$ cat src/rtl/vga_timing_gen.sv
// vga_timing_gen
//   Parametrised VGA timing generator. An integer clock-enable divider derives
//   the pixel rate from clk; horizontal/vertical counters walk the frame in the
//   order active, front porch, sync, back porch. All video outputs are
//   registered one clk after the counter value they describe, so they stay
//   aligned to the same pixel.
//
// Ports
//   clk          in   system clock
//   reset        in   synchronous, active-high
//   px_en        out  pixel-clock enable, one clk wide every CLK_DIV clks
//   hsync        out  horizontal sync, asserted level H_POL
//   vsync        out  vertical sync, asserted level V_POL
//   activevideo  out  high while (x_px, y_px) lies in the visible area
//   x_px, y_px   out  registered horizontal/vertical counters (CNT_W bits)
//   line_start   out  one-clk strobe when outputs show hc==0
//   frame_start  out  one-clk strobe when outputs show hc==0, vc==0
//   frame_cnt    out  completed-frame counter (FRAME_W bits)
//
// Build option
//   VGA_FRAME_CNT_EN : when defined, frame_cnt counts every frame_start except
//                      the first after reset; otherwise it is tied to zero.

module vga_timing_gen #(
   parameter int unsigned H_ACTIVE = 640,
   parameter int unsigned H_FP     = 24,
   parameter int unsigned H_SYNC   = 40,
   parameter int unsigned H_BP     = 128,
   parameter int unsigned V_ACTIVE = 480,
   parameter int unsigned V_FP     = 9,
   parameter int unsigned V_SYNC   = 3,
   parameter int unsigned V_BP     = 28,
   parameter logic        H_POL    = 1'b0,
   parameter logic        V_POL    = 1'b0,
   parameter int unsigned CLK_DIV  = 1,
   parameter int unsigned CNT_W    = 10,
   parameter int unsigned FRAME_W  = 8
) (
   input  logic               clk,
   input  logic               reset,
   output logic               px_en,
   output logic               hsync,
   output logic               vsync,
   output logic               activevideo,
   output logic [CNT_W-1:0]   x_px,
   output logic [CNT_W-1:0]   y_px,
   output logic               line_start,
   output logic               frame_start,
   output logic [FRAME_W-1:0] frame_cnt
);

   localparam int unsigned H_TOTAL = H_ACTIVE + H_FP + H_SYNC + H_BP;
   localparam int unsigned V_TOTAL = V_ACTIVE + V_FP + V_SYNC + V_BP;
   localparam int unsigned HS_BEG  = H_ACTIVE + H_FP;
   localparam int unsigned HS_END  = HS_BEG + H_SYNC;
   localparam int unsigned VS_BEG  = V_ACTIVE + V_FP;
   localparam int unsigned VS_END  = VS_BEG + V_SYNC;
   localparam int unsigned DIV_W   = (CLK_DIV > 1) ? $clog2(CLK_DIV) : 1;

   logic [DIV_W-1:0] div;
   logic [CNT_W-1:0] hc;
   logic [CNT_W-1:0] vc;
   logic             h_last;
   logic             v_last;
   logic             h_in_sync;
   logic             v_in_sync;
   logic             h_vis;
   logic             v_vis;

   // Comparisons are done at 32 bits so boundaries equal to 2^CNT_W do not
   // truncate to zero.
   assign h_last    = (32'(hc) == H_TOTAL - 1);
   assign v_last    = (32'(vc) == V_TOTAL - 1);
   assign h_in_sync = (32'(hc) >= HS_BEG) && (32'(hc) < HS_END);
   assign v_in_sync = (32'(vc) >= VS_BEG) && (32'(vc) < VS_END);
   assign h_vis     = (32'(hc) < H_ACTIVE);
   assign v_vis     = (32'(vc) < V_ACTIVE);

   always_ff @(posedge clk) begin
      if (reset) begin
         div         <= '0;
         px_en       <= 1'b0;
         hc          <= '0;
         vc          <= '0;
         hsync       <= ~H_POL;
         vsync       <= ~V_POL;
         activevideo <= 1'b0;
         x_px        <= '0;
         y_px        <= '0;
         line_start  <= 1'b0;
         frame_start <= 1'b0;
      end else begin
         div         <= (32'(div) == CLK_DIV - 1) ? '0 : div + 1'b1;
         // px_en is registered, so it trails div==0 by one clk; the counters
         // advance on the clk where the registered enable is high.
         px_en       <= (div == '0);
         line_start  <= 1'b0;
         frame_start <= 1'b0;
         if (px_en) begin
            hsync       <= h_in_sync ? H_POL : ~H_POL;
            vsync       <= v_in_sync ? V_POL : ~V_POL;
            activevideo <= h_vis && v_vis;
            x_px        <= hc;
            y_px        <= vc;
            line_start  <= (hc == '0);
            frame_start <= (hc == '0) && (vc == '0);
            if (h_last) begin
               hc <= '0;
               vc <= v_last ? '0 : vc + 1'b1;
            end else begin
               hc <= hc + 1'b1;
            end
         end
      end
   end

`ifdef VGA_FRAME_CNT_EN
   logic [FRAME_W-1:0] frame_cnt_q;
   logic               first_seen;

   // Increments alongside the frame_start strobe; the first frame after reset
   // only arms the counter.
   always_ff @(posedge clk) begin
      if (reset) begin
         frame_cnt_q <= '0;
         first_seen  <= 1'b0;
      end else if (px_en && (hc == '0) && (vc == '0)) begin
         if (first_seen) begin
            frame_cnt_q <= frame_cnt_q + 1'b1;
         end
         first_seen <= 1'b1;
      end
   end

   assign frame_cnt = frame_cnt_q;
`else
   assign frame_cnt = '0;
`endif

endmodule

$ cat config.mk
export PLATFORM = sky130hd
export DESIGN_NAME = vga_timing_gen
export DESIGN_NICKNAME = d
export VERILOG_FILES = /design/src/rtl/vga_timing_gen.sv
export SDC_FILE = /design/constraint.sdc
export NUM_CORES = 1
export LEC_CHECK = 0
export ABC_CLOCK_PERIOD_IN_PS = 2000
export CORE_ASPECT_RATIO = 0.9
export CORE_MARGIN = 10
export CORE_UTILIZATION = 47
export DETAILED_ROUTE_END_ITERATION = 10
export GPL_TIMING_DRIVEN = 0
export PLACE_DENSITY = 0.77
export SLEW_MARGIN = 20
export SYNTH_ARGS = -nofsm -noshare
export SYNTH_HDL_FRONTEND = slang
export SYNTH_SLANG_ARGS = --single-unit
export TNS_END_PERCENT = 1
$ cat constraint.sdc
create_clock -name clk -period 2 [get_ports clk]
set_clock_uncertainty 0.05 [all_clocks]
set_input_delay 0.4 -clock clk [delete_from_list [all_inputs] [get_ports clk]]
set_output_delay 0.4 -clock clk [all_outputs]
set_load 0.005 [all_outputs]
==> flow_summary.toml, run 1 <==
[synth]
syn_area_um2 = 2130
ys_warn_count = 0
synth_edf_count = 0
ys.flop_type = "dfxtp_1"
synth_xor_area_share_pct = 3.70
synth_top_family_by_area = "simple AND/OR/NAND/NOR gates"
synth_area_leader_cell = "dfxtp_1"
synth_compound_area_share_pct = 6.29
yosysUniqueCellTypes = 40
synth.area.top_cells = "dfxtp_1, mux2i_1, nor2_1, ha_1, a21oi_1"
ys_ff_latch = 47
async_flop_share_pct = 0
yosysSeqAreaShare_pct = 44.2
synth_top_area_share_pct = 44.2
synthSimpleGateAreaFrac_pct = 25.1
synth.area.mux_share_pct = 9.41
avgSynthCellArea_um2 = 9.29
synthAdderAreaFrac_pct = 3.53
synthCells = 229

[global_route]
first_global_vias = 1744
antenna_found_initial = 0
grt_pass1_wl_mm = 8.28
grt_remaining_overflow = 0
grt_max_degree = 14
grtUsageTotal_pct = 12.8

[drt]
drt_iter0_markers = 78
drcViolationCount = 0
ant_nets = 0
drtPass1Iterations = 4
viasPerCell = 5.13
routed_wl_mm = 4.90
vias = 1743
drt-wirelength-per-cell_um = 14.4

[cells_and_area]
final_core_util_pct = 61.5
area_growth_pct = 27.2
fillers = 392
drive_gt1_share_pct = 16.5
n_antenna_cell = 0
post-route-cell-area_um2 = 2710
finalNetCount = 285
final_cell_mix = "dfxtp_1, nor2_1, clkdlybuf4s50_1"
final_common_cell = "dfxtp_1"

[clock_tree]
cts_inserted_buffers = 5
clockRootBuffer = "clkbuf_8"
cts_buffer_depth = 2
cts.clk_slew.worst_paths_ps = 80
htree_levels = 2
clk_latency_ps = 290
cts_tree = "done"
cts.sinks = 47

[sta]
rsz0062_at_grt = "yes"
period_share_pct = 101
maxSlewHeadroom_pct = 47.5
tightest_slew_ps = 787
maxSlewViolCount = 0
setup_viol = 1
min_period_ps = 2020
fmax_mhz = 496
fin_ws_ps = -18.1
hold_viol = 0
whs_ps = 338

[floorplanning]
die_h_um = 83.8
num_rows = 23
core_area_um2 = 4400
die_x_um = 90.9
initial_core_util_pct = 48.3
io_pins = 36
dieArea_um2 = 7620

[power_and_ir_drop]
comb_power_share_pct = 5.8
sw_frac_of_total_pct = 21.5
peakVddDrop_uv = 497
p_per_area_nw_per_um2 = 613
total_power_uw = 1660
leakagePower_uw = 0.000973
p_clk_share_pct = 37.1
p_int_uw = 1300
p_switching_uw = 357
seq_power_share_pct = 57.1

[worst_setup_path]
startpoint_type = "flip-flop"
rrSetupSlack_ps = -20
path_max_fanout = 10
required_ps = 2180
endpoint_kind = "flip-flop"
arrival_ps = 2200
crit_type = "reg2reg"

[min_path]
worstHoldPathType = "reg2reg"

[run_status]
violations = "negative setup slack"
status = "complete, but fails checks"

[placement]
port_buffers = 27
dp_hpwl_mm = 3.40
place_ws_ps = -111
place_area_um2 = 2530
place_congestion = 0.871

[job]
drv_cap = 0
repair_timing:
action,CTS,global route
gates resized for setup,3,10
cloned,1,0
pin swaps,3,4
setup buffers,3,3
hold buffers,0,0
setup endpoints to repair,5,4
final timing paths:
path           end  cells after the start  startpoint
max          vc[7]                      5       hc[6]
min          px_en                      1         div
min reg2reg  px_en                      1         div
max reg2reg  vc[7]                      5       hc[6]
metal layers:
metal	GRT usage [%]	part of all wire, %	vias to the layer above
met5	0	0	-
met4	4.84	1.8	0
met3	4.23	6.5	7
met2	21.7	48	47
met1	14.6	44	805
li1	-	-	884
sequential cells by signal (all words and copies together) (netlist names):
name / flops
hc: 10
vc: 10
x_px: 10
y_px: 10
activevideo: 1
div: 1
frame_start: 1
hsync: 1
line_start: 1
px_en: 1
vsync: 1
cell usage after synthesis (6+ instances only):
master,count
a21oi_1,14
buf_4,9
clkbuf_1,7
dfxtp_1,47
ha_1,6
inv_1,6
mux2i_1,20
nand2_1,9
nand3_1,11
nor2_1,33
xor2_1,6
final cells by class:
| type | count | area [µm²] | share of cell area, % |
|---|---|---|---|
| Buffer | 20 | 134 | 4.95 |
| Clock buffer | 8 | 100 | 3.70 |
| Inverter | 6 | 22.5 | 0.832 |
| Multi-Input combinational cell | 164 | 1100 | 40.7 |
| Sequential cell | 47 | 955 | 35.3 |
| Tap cell | 62 | 77.6 | 2.87 |
| Timing Repair Buffer | 33 | 315 | 11.7 |
logic make-up after synthesis:
logic type | Yosys count
compound gates | 24
xor+xnor | 9
fa+ha+maj | 6
buf+inv | 27
flops | 47
mux | 20
other cells | 1
simple gates | 95
power by group through the flow:
stage          sequential, µW  clock [µW]  combinational [µW]
3_5_place_dp              971           0                90.7
2_1_floorplan             970           0                62.1
4_1_cts                   947         626                95.8
5_1_grt                   947         653                 107
6_report                  946         616                96.6
3_3_place_gp              970           0                89.8
critical path, cell delays in order, from the launching register on:
cell       delay [ps]
dfxtp_1           310
buf_6             130
nand4bb_4         240
or4_4             590
or4_4             500
a21oi_2           130
through the flow:
| step | instances | TNS [ps] |
|---|---|---|
| after floorplan | 237 | 0 |
| final | 340 | -18.1 |
| after global routing | 340 | -76.7 |
| after global placement | 326 | -672 |
| after CTS | 337 | 0 |
| after detailed placement | 326 | -1030 |
(Power assumes the default switching activity.)
==> run 2, diff against run 1 <==
--- a/config.mk
+++ b/config.mk
@@ -9,9 +9,11 @@
 export CORE_ASPECT_RATIO = 0.9
 export CORE_MARGIN = 10
 export CORE_UTILIZATION = 47
+export CTS_CLUSTER_DIAMETER = 200
 export DETAILED_ROUTE_END_ITERATION = 10
 export GPL_TIMING_DRIVEN = 0
 export PLACE_DENSITY = 0.77
+export SKIP_CTS_REPAIR_TIMING = 1
 export SLEW_MARGIN = 20
 export SYNTH_ARGS = -nofsm -noshare
 export SYNTH_HDL_FRONTEND = slang
==> flow_summary.toml, run 2 (synthesized netlist as in run 1, its figures left out) <==
[sta]
tns_ps = 0
period_share_pct = 97.3
min_period_ps = 1950
maxSlewHeadroom_pct = 47.9
hold_viol = 0
tightest_slew_ps = 781
fmax_mhz = 514
fin_ws_ps = 54.4
setup_viol = 0
maxSlewViolCount = 0

[cells_and_area]
finalNetCount = 283
regArea_um2 = 955
final_cells = 338
final_cell_mix = "dfxtp_1, nor2_1, clkdlybuf4s50_1"
n_antenna_cell = 0
post-route-cell-area_um2 = 2690
final_common_cell = "dfxtp_1"
multi_input_area_um2 = 1100
fillers = 394
drive_gt1_share_pct = 15.9
area_growth_pct = 26.2

[drt]
vias = 1766
drtPass1Iterations = 4
drt_iter0_markers = 111
drt-wirelength-per-cell_um = 14.1
ant_nets = 0
routed_wl_mm = 4.76
drcViolationCount = 0
viasPerCell = 5.22

[placement]
dp.cells = 326
dp_hpwl_mm = 3.40
place_congestion = 0.871
place_area_um2 = 2530
port_buffers = 27
place_ws_ps = -111

[worst_setup_path]
required_ps = 2180
path_cells = "ha_4 -> nand3_4 -> or4_4 -> or4_1 -> a21oi_2"
endpoint_kind = "flip-flop"
max_stage_delay_ps = 580
crit_type = "reg2reg"
path_max_fanout = 5
crit_slowest_cell = "or4_4"
startpoint_type = "flip-flop"
arrival_ps = 2130
path_buf_inv = 0
crit_family = "simple AND/OR/NAND/NOR gates"

[floorplanning]
num_rows = 23
die_h_um = 83.8
io_pins = 36
initial_core_util_pct = 48.3
core_area_um2 = 4400
dieArea_um2 = 7620
die_x_um = 90.9

[clock_tree]
cts_inserted_buffers = 5
clockRootBuffer = "clkbuf_8"
cts_tree = "done"
cts.clk_slew.worst_paths_ps = 80
cts_buffer_depth = 2
htree_levels = 2
cts.sinks = 47
clk_latency_ps = 300

[min_path]
worstHoldPathType = "reg2reg"

[power_and_ir_drop]
p_clk_share_pct = 37.1
peakVddDrop_uv = 475
seq_power_share_pct = 57.2
sw_frac_of_total_pct = 21.4
p_switching_uw = 355
p_int_uw = 1300
comb_power_share_pct = 5.8
leakagePower_uw = 0.000962
p_per_area_nw_per_um2 = 617

[global_route]
grt_pass1_wl_mm = 7.96
first_global_vias = 1688
grtUsageTotal_pct = 12.3
antenna_found_initial = 0
grt_max_degree = 14
grt_remaining_overflow = 0

[job]
drv_cap = 0

[run_status]
status = "complete, no violations"
-- run 2: layer usage --
layer | vias to the layer above | share of wire (%) | track usage, %
li1 | 877 | - | -
met1 | 826 | 43 | 14.2
met2 | 58 | 48 | 20.8
met3 | 5 | 8.0 | 4.14
met4 | 0 | 1.3 | 4.27
met5 | - | 0 | 0
-- run 2: stage by stage --
stage               utilization (%)  total power [µW]  hold slack (ps)
floorplan                         -              1030              318
global placement               57.5              1060              321
detailed placement             57.5              1060              329
CTS                            59.8              1670              342
global route                   61.0              1710              344
finish                         61.0              1660              338
-- run 2: final cells by class --
type | count | share of cell area [%]
Multi-Input combinational cell | 164 | 40.8
Sequential cell | 47 | 35.5
Timing Repair Buffer | 31 | 11.2
Buffer | 20 | 4.98
Clock buffer | 8 | 3.73
Tap cell | 62 | 2.89
Inverter | 6 | 0.838
-- run 2: final timing paths --
path	start	to	slack, ps	cells past startpoint
setup / recovery	hc[1]	vc[7]	50	5
hold reg to reg	div	px_en	340	1
setup reg to reg	hc[1]	vc[7]	50	5
hold / removal	div	px_en	340	1
-- run 2: power by group through the flow --
stage | Combinational [µW] | Clock (µW) | Sequential, µW
floorplan | 62.1 | 0 | 970
global placement | 89.8 | 0 | 970
detailed placement | 90.7 | 0 | 971
CTS | 91.2 | 626 | 949
global route | 106 | 653 | 948
finish | 95.7 | 614 | 947
==> run 3, diff against run 2 <==
--- a/config.mk
+++ b/config.mk
@@ -5,7 +5,9 @@
 export SDC_FILE = /design/constraint.sdc
 export NUM_CORES = 1
 export LEC_CHECK = 0
+export ABC_AREA = 1
 export ABC_CLOCK_PERIOD_IN_PS = 2000
+export CAP_MARGIN = 20
 export CORE_ASPECT_RATIO = 0.9
 export CORE_MARGIN = 10
 export CORE_UTILIZATION = 47
==> flow_summary.toml, run 3 <==
[sta]
maxSlewHeadroom_pct = 62.1
tightest_slew_ps = 568
hold_viol = 0
maxSlewViolCount = 0
tns_ps = 0
fmax_mhz = 584
whs_ps = 337
rsz0062_at_grt = "no"
setup_viol = 0
min_period_ps = 1710
period_share_pct = 85.6

[clock_tree]
cts.clk_slew.worst_paths_ps = 90
cts_tree = "done"
clockRootBuffer = "clkbuf_8"
cts_inserted_buffers = 5
cts.sinks = 47
clk_latency_ps = 310
cts_buffer_depth = 2
htree_levels = 2

[drt]
drt_iter0_markers = 205
drcViolationCount = 0
viasPerCell = 4.87
vias = 1933
drtPass1Iterations = 4
ant_nets = 0
drt-wirelength-per-cell_um = 12.9
routed_wl_mm = 5.12

[placement]
port_buffers = 27
place_congestion = 0.890
place_area_um2 = 2550
dp_hpwl_mm = 3.94

[worst_setup_path]
path_max_fanout = 6
endpoint_kind = "primary output"
path_cells = "clkdlybuf4s50_1"
required_ps = 1550
crit_slowest_cell = "clkdlybuf4s50_1"
arrival_ps = 1260
startpoint_type = "flip-flop"
path_buf_inv = 1
r2r_cells = 8
crit_family = "buffers and inverters"
path_depth = 1
crit_type = "reg2out"
max_stage_delay_ps = 540

[job]
drv_cap = 0

[global_route]
grt_remaining_overflow = 0
first_global_vias = 1827
grtUsageTotal_pct = 13.6
grt_max_degree = 15
antenna_found_initial = 0
grt_pass1_wl_mm = 8.77

[power_and_ir_drop]
p_per_area_nw_per_um2 = 662
seq_power_share_pct = 56.2
p_clk_share_pct = 34.9
p_int_uw = 1330
peakVddDrop_uv = 443
comb_power_share_pct = 8.9
sw_frac_of_total_pct = 24.0
leakagePower_uw = 0.00112
p_switching_uw = 420

[synth]
synth_area_leader_cell = "dfxtp_1"
synth_edf_count = 0
yosysSeqAreaShare_pct = 43.3
yosysUniqueCellTypes = 28
ys.flop_type = "dfxtp_1"
synthCells = 292
async_flop_share_pct = 0
synth.most_common_cell = "dfxtp_1"
synth_top_area_share_pct = 43.3
synth_common_cells = "dfxtp_1, nand2_1, nor2_1"
ys_warn_count = 0
ys_ff_latch = 47
syn_area_um2 = 2170
synth.area.top_cells = "dfxtp_1, nand2_1, nor2_1, a21oi_1, inv_1"
avgSynthCellArea_um2 = 7.43

[min_path]
holdPathStages = 1
worstHoldPathType = "reg2reg"

[floorplanning]
initial_core_util_pct = 48.7
io_pins = 36
dieArea_um2 = 7740
num_rows = 23
die_x_um = 91.6
die_h_um = 84.5
core_area_um2 = 4460

[cells_and_area]
n_antenna_cell = 0
post-route-cell-area_um2 = 2640
drive_gt1_share_pct = 10.1
area_growth_pct = 21.8
finalNetCount = 342
final_common_cell = "dfxtp_1"
final_cell_mix = "dfxtp_1, nand2_1, nor2_1"

[run_status]
status = "complete, no violations"
run 3: cell count changes in the layout (fill, tap and decap cells not counted), sizes merged, moves of 5 or more:
cell and delta:
o21ai +20, mux2i -20, nand2 +41, a21oi +15
or4 -6, nor2 +14, nand3 +5, inv +28
run 3: final timing paths:
path            to  slack [ps]   from
max          px_en         290  px_en
min          px_en         340    div
max reg2reg  vc[9]         440  hc[0]
min reg2reg  px_en         340    div
run 3: power groups by stage:
stage	sequential, µW	combinational [µW]	clock, µW
after global placement	1010	153	0
after global routing	989	175	659
after floorplan	1010	74.1	0
after detailed placement	1010	156	0
final	983	156	611
after CTS	984	157	619
run 3: layout make-up:
type | count | area, µm²
clock inverters | 1 | 8.76
multi-input cells | 201 | 1020
plain buffers | 18 | 109
inverters | 34 | 128
well taps | 62 | 77.6
clock buffers | 7 | 86.3
flip-flops and latches | 47 | 941
repair buffers | 27 | 270
fillers | 404 | 1820
run 3: kinds of logic (layout without fill, tap and decap cells):
kind of cell             count (synthesis)  after routing  share of synthesized area (%)
other                                    1              9                          0.173
adder cells (fa/ha/maj)                  6              6                           3.46
buffers and inverters                   52             87                           10.9
flip-flops                              47             47                           43.3
AO/OA/AOI/OAI                           54             54                           12.7
AND/OR/NAND/NOR                        129            129                           28.2
XOR/XNOR                                 3              3                           1.21
run 3: stage by stage:
stage	utilization, %	power [µW]	std cells	setup WS [ps]
2_1_floorplan	-	1080	300	648
3_3_place_gp	57.1	1160	389	86.6
3_5_place_dp	57.1	1160	389	87.1
4_1_cts	59.3	1760	397	275
5_1_grt	59.3	1820	397	229
6_report	59.3	1750	397	287
run 3: metal layers:
layer | up-vias | share of wire, % | GRT usage (%)
li1 | 1005 | - | -
met1 | 867 | 47 | 17.7
met2 | 55 | 43 | 20.3
met3 | 6 | 8.2 | 4.80
met4 | 0 | 1.4 | 4.69
met5 | - | 0 | 0
==> RTL change (flow settings as in run 2) <==
Add a define of `VGA_FRAME_CNT_EN`.
--- a/src/rtl/vga_timing_gen.sv
+++ b/src/rtl/vga_timing_gen.sv
@@ -22,2 +22,4 @@
 //                      the first after reset; otherwise it is tied to zero.
+
+`define VGA_FRAME_CNT_EN
 
Behaviour: no difference found for any inputs over 10 cycles, from zero or initial values and one cycle with reset high; that may be too few to reach the edited logic, so the function may still have changed.
==> RTL change against run 2 <==
- the flow now finishes with violations (setup timing)
- combinational power increased by 29%
- setup slack got worse by 0.16 ns
- sequential power increased by 20%
- first-iteration DRC count increased by 14%
- total power increased by 12%
- design area increased by 16%
- wire length increased by 22%
- area after synthesis increased by 15%
- sequential cell count increased by 9
- clock power decreased by 3.7%
- largest cell class unchanged
==> RTL change: results (changes against run 2) <==
critical_path:
  slowest_stage: "or4b_4"  # was or4_4
  cp_slowest_stage_delay_ns: 0.46  # was 0.58 ns
timing:
  worst_slew_margin_rel: 0.514  # was 0.479
  layout_setup_ws_ns: -0.105  # was 0.0544 ns
  finalSetupViolations: 11  # was 0
  finalSetupTns_ns: -0.647  # was 0 ns
power_and_ir_drop:
  clkPwrFrac: 0.319  # was 0.371
  comb_cell_power_w: 0.000123  # was 0.0000957 W
  ir_drop_uv: 421  # was 475 µV
placed_design:
  gp_congestion: 0.814  # was 0.871
  dp_hpwl_um: 4050  # was 3400 µm
  dp_slack_ns: -0.211  # was -0.111 ns
  portBuffers: 35  # was 27
cells_and_area:
  n_fill_cell: 421  # was 394
  layout.nets: 326  # was 283
  drive_above_1_share: 0.123  # was 0.159
status:
  violations: "setup timing"
  status: "finished with violations"  # was finished clean
route:
  wl_met1_um: 2600  # was 2040 µm
  met3_length_um: 472  # was 379 µm
  routed-wl-met2_um: 2660  # was 2280 µm
  wirelength_um: 5820  # was 4760 µm
  drtIter0Drc: 126  # was 111
global_routing:
  use_met2: 0.212  # was 0.208
  track_usage: 0.137  # was 0.123
  met1_usage: 0.172  # was 0.142
  grt_max_degree: 16  # was 14
synthesis:
  synth-seq-area-share: 0.459  # was 0.442
  synth_common_cells: "dfxtp_1 (56), nor2_1 (38), mux2i_1 (20), a21oi_1 (18), clkbuf_1 (12)"  # was dfxtp_1 (47), nor2_1 (33), mux2i_1 (20), a21oi_1 (14), nand3_1 (11)
die:
  die_w_um: 96.0  # was 90.9 µm
[RTL change: cells by family after synthesis]
| kind of cell | Yosys count | share of synthesized area |
|---|---|---|
| adders and majority gates | 7 | 0.0358 |
| and+or+nand+nor | 116 | 0.251 |
| other | 1 | 0.00153 |
| DFF | 56 | 0.459 |
| xor gates and xnor gates | 11 | 0.0394 |
| buffers and inverters | 25 | 0.0415 |
| muxes | 20 | 0.0819 |
| AOI/OAI and AO/OA | 37 | 0.0906 |
[RTL change: final timing paths]
kind         start      endpoint  slack, ns  depth (start not counted)
max          hc[0]  frame_cnt[6]      -0.10                          6
min            div         px_en       0.34                          1
max reg2reg  hc[0]  frame_cnt[6]      -0.10                          6
min reg2reg    div         px_en       0.34                          1
[RTL change: layout make-up]
type,count,area [µm²],area share
plain buffers,14,75.1,0.0242
clock buffers,6,72.6,0.0234
clock inverters,1,5.00,0.00161
inverters,8,30.0,0.00967
multi-input cells,193,1330,0.429
flip-flops and latches,56,1130,0.363
well taps,65,81.3,0.0262
repair buffers,39,380,0.122
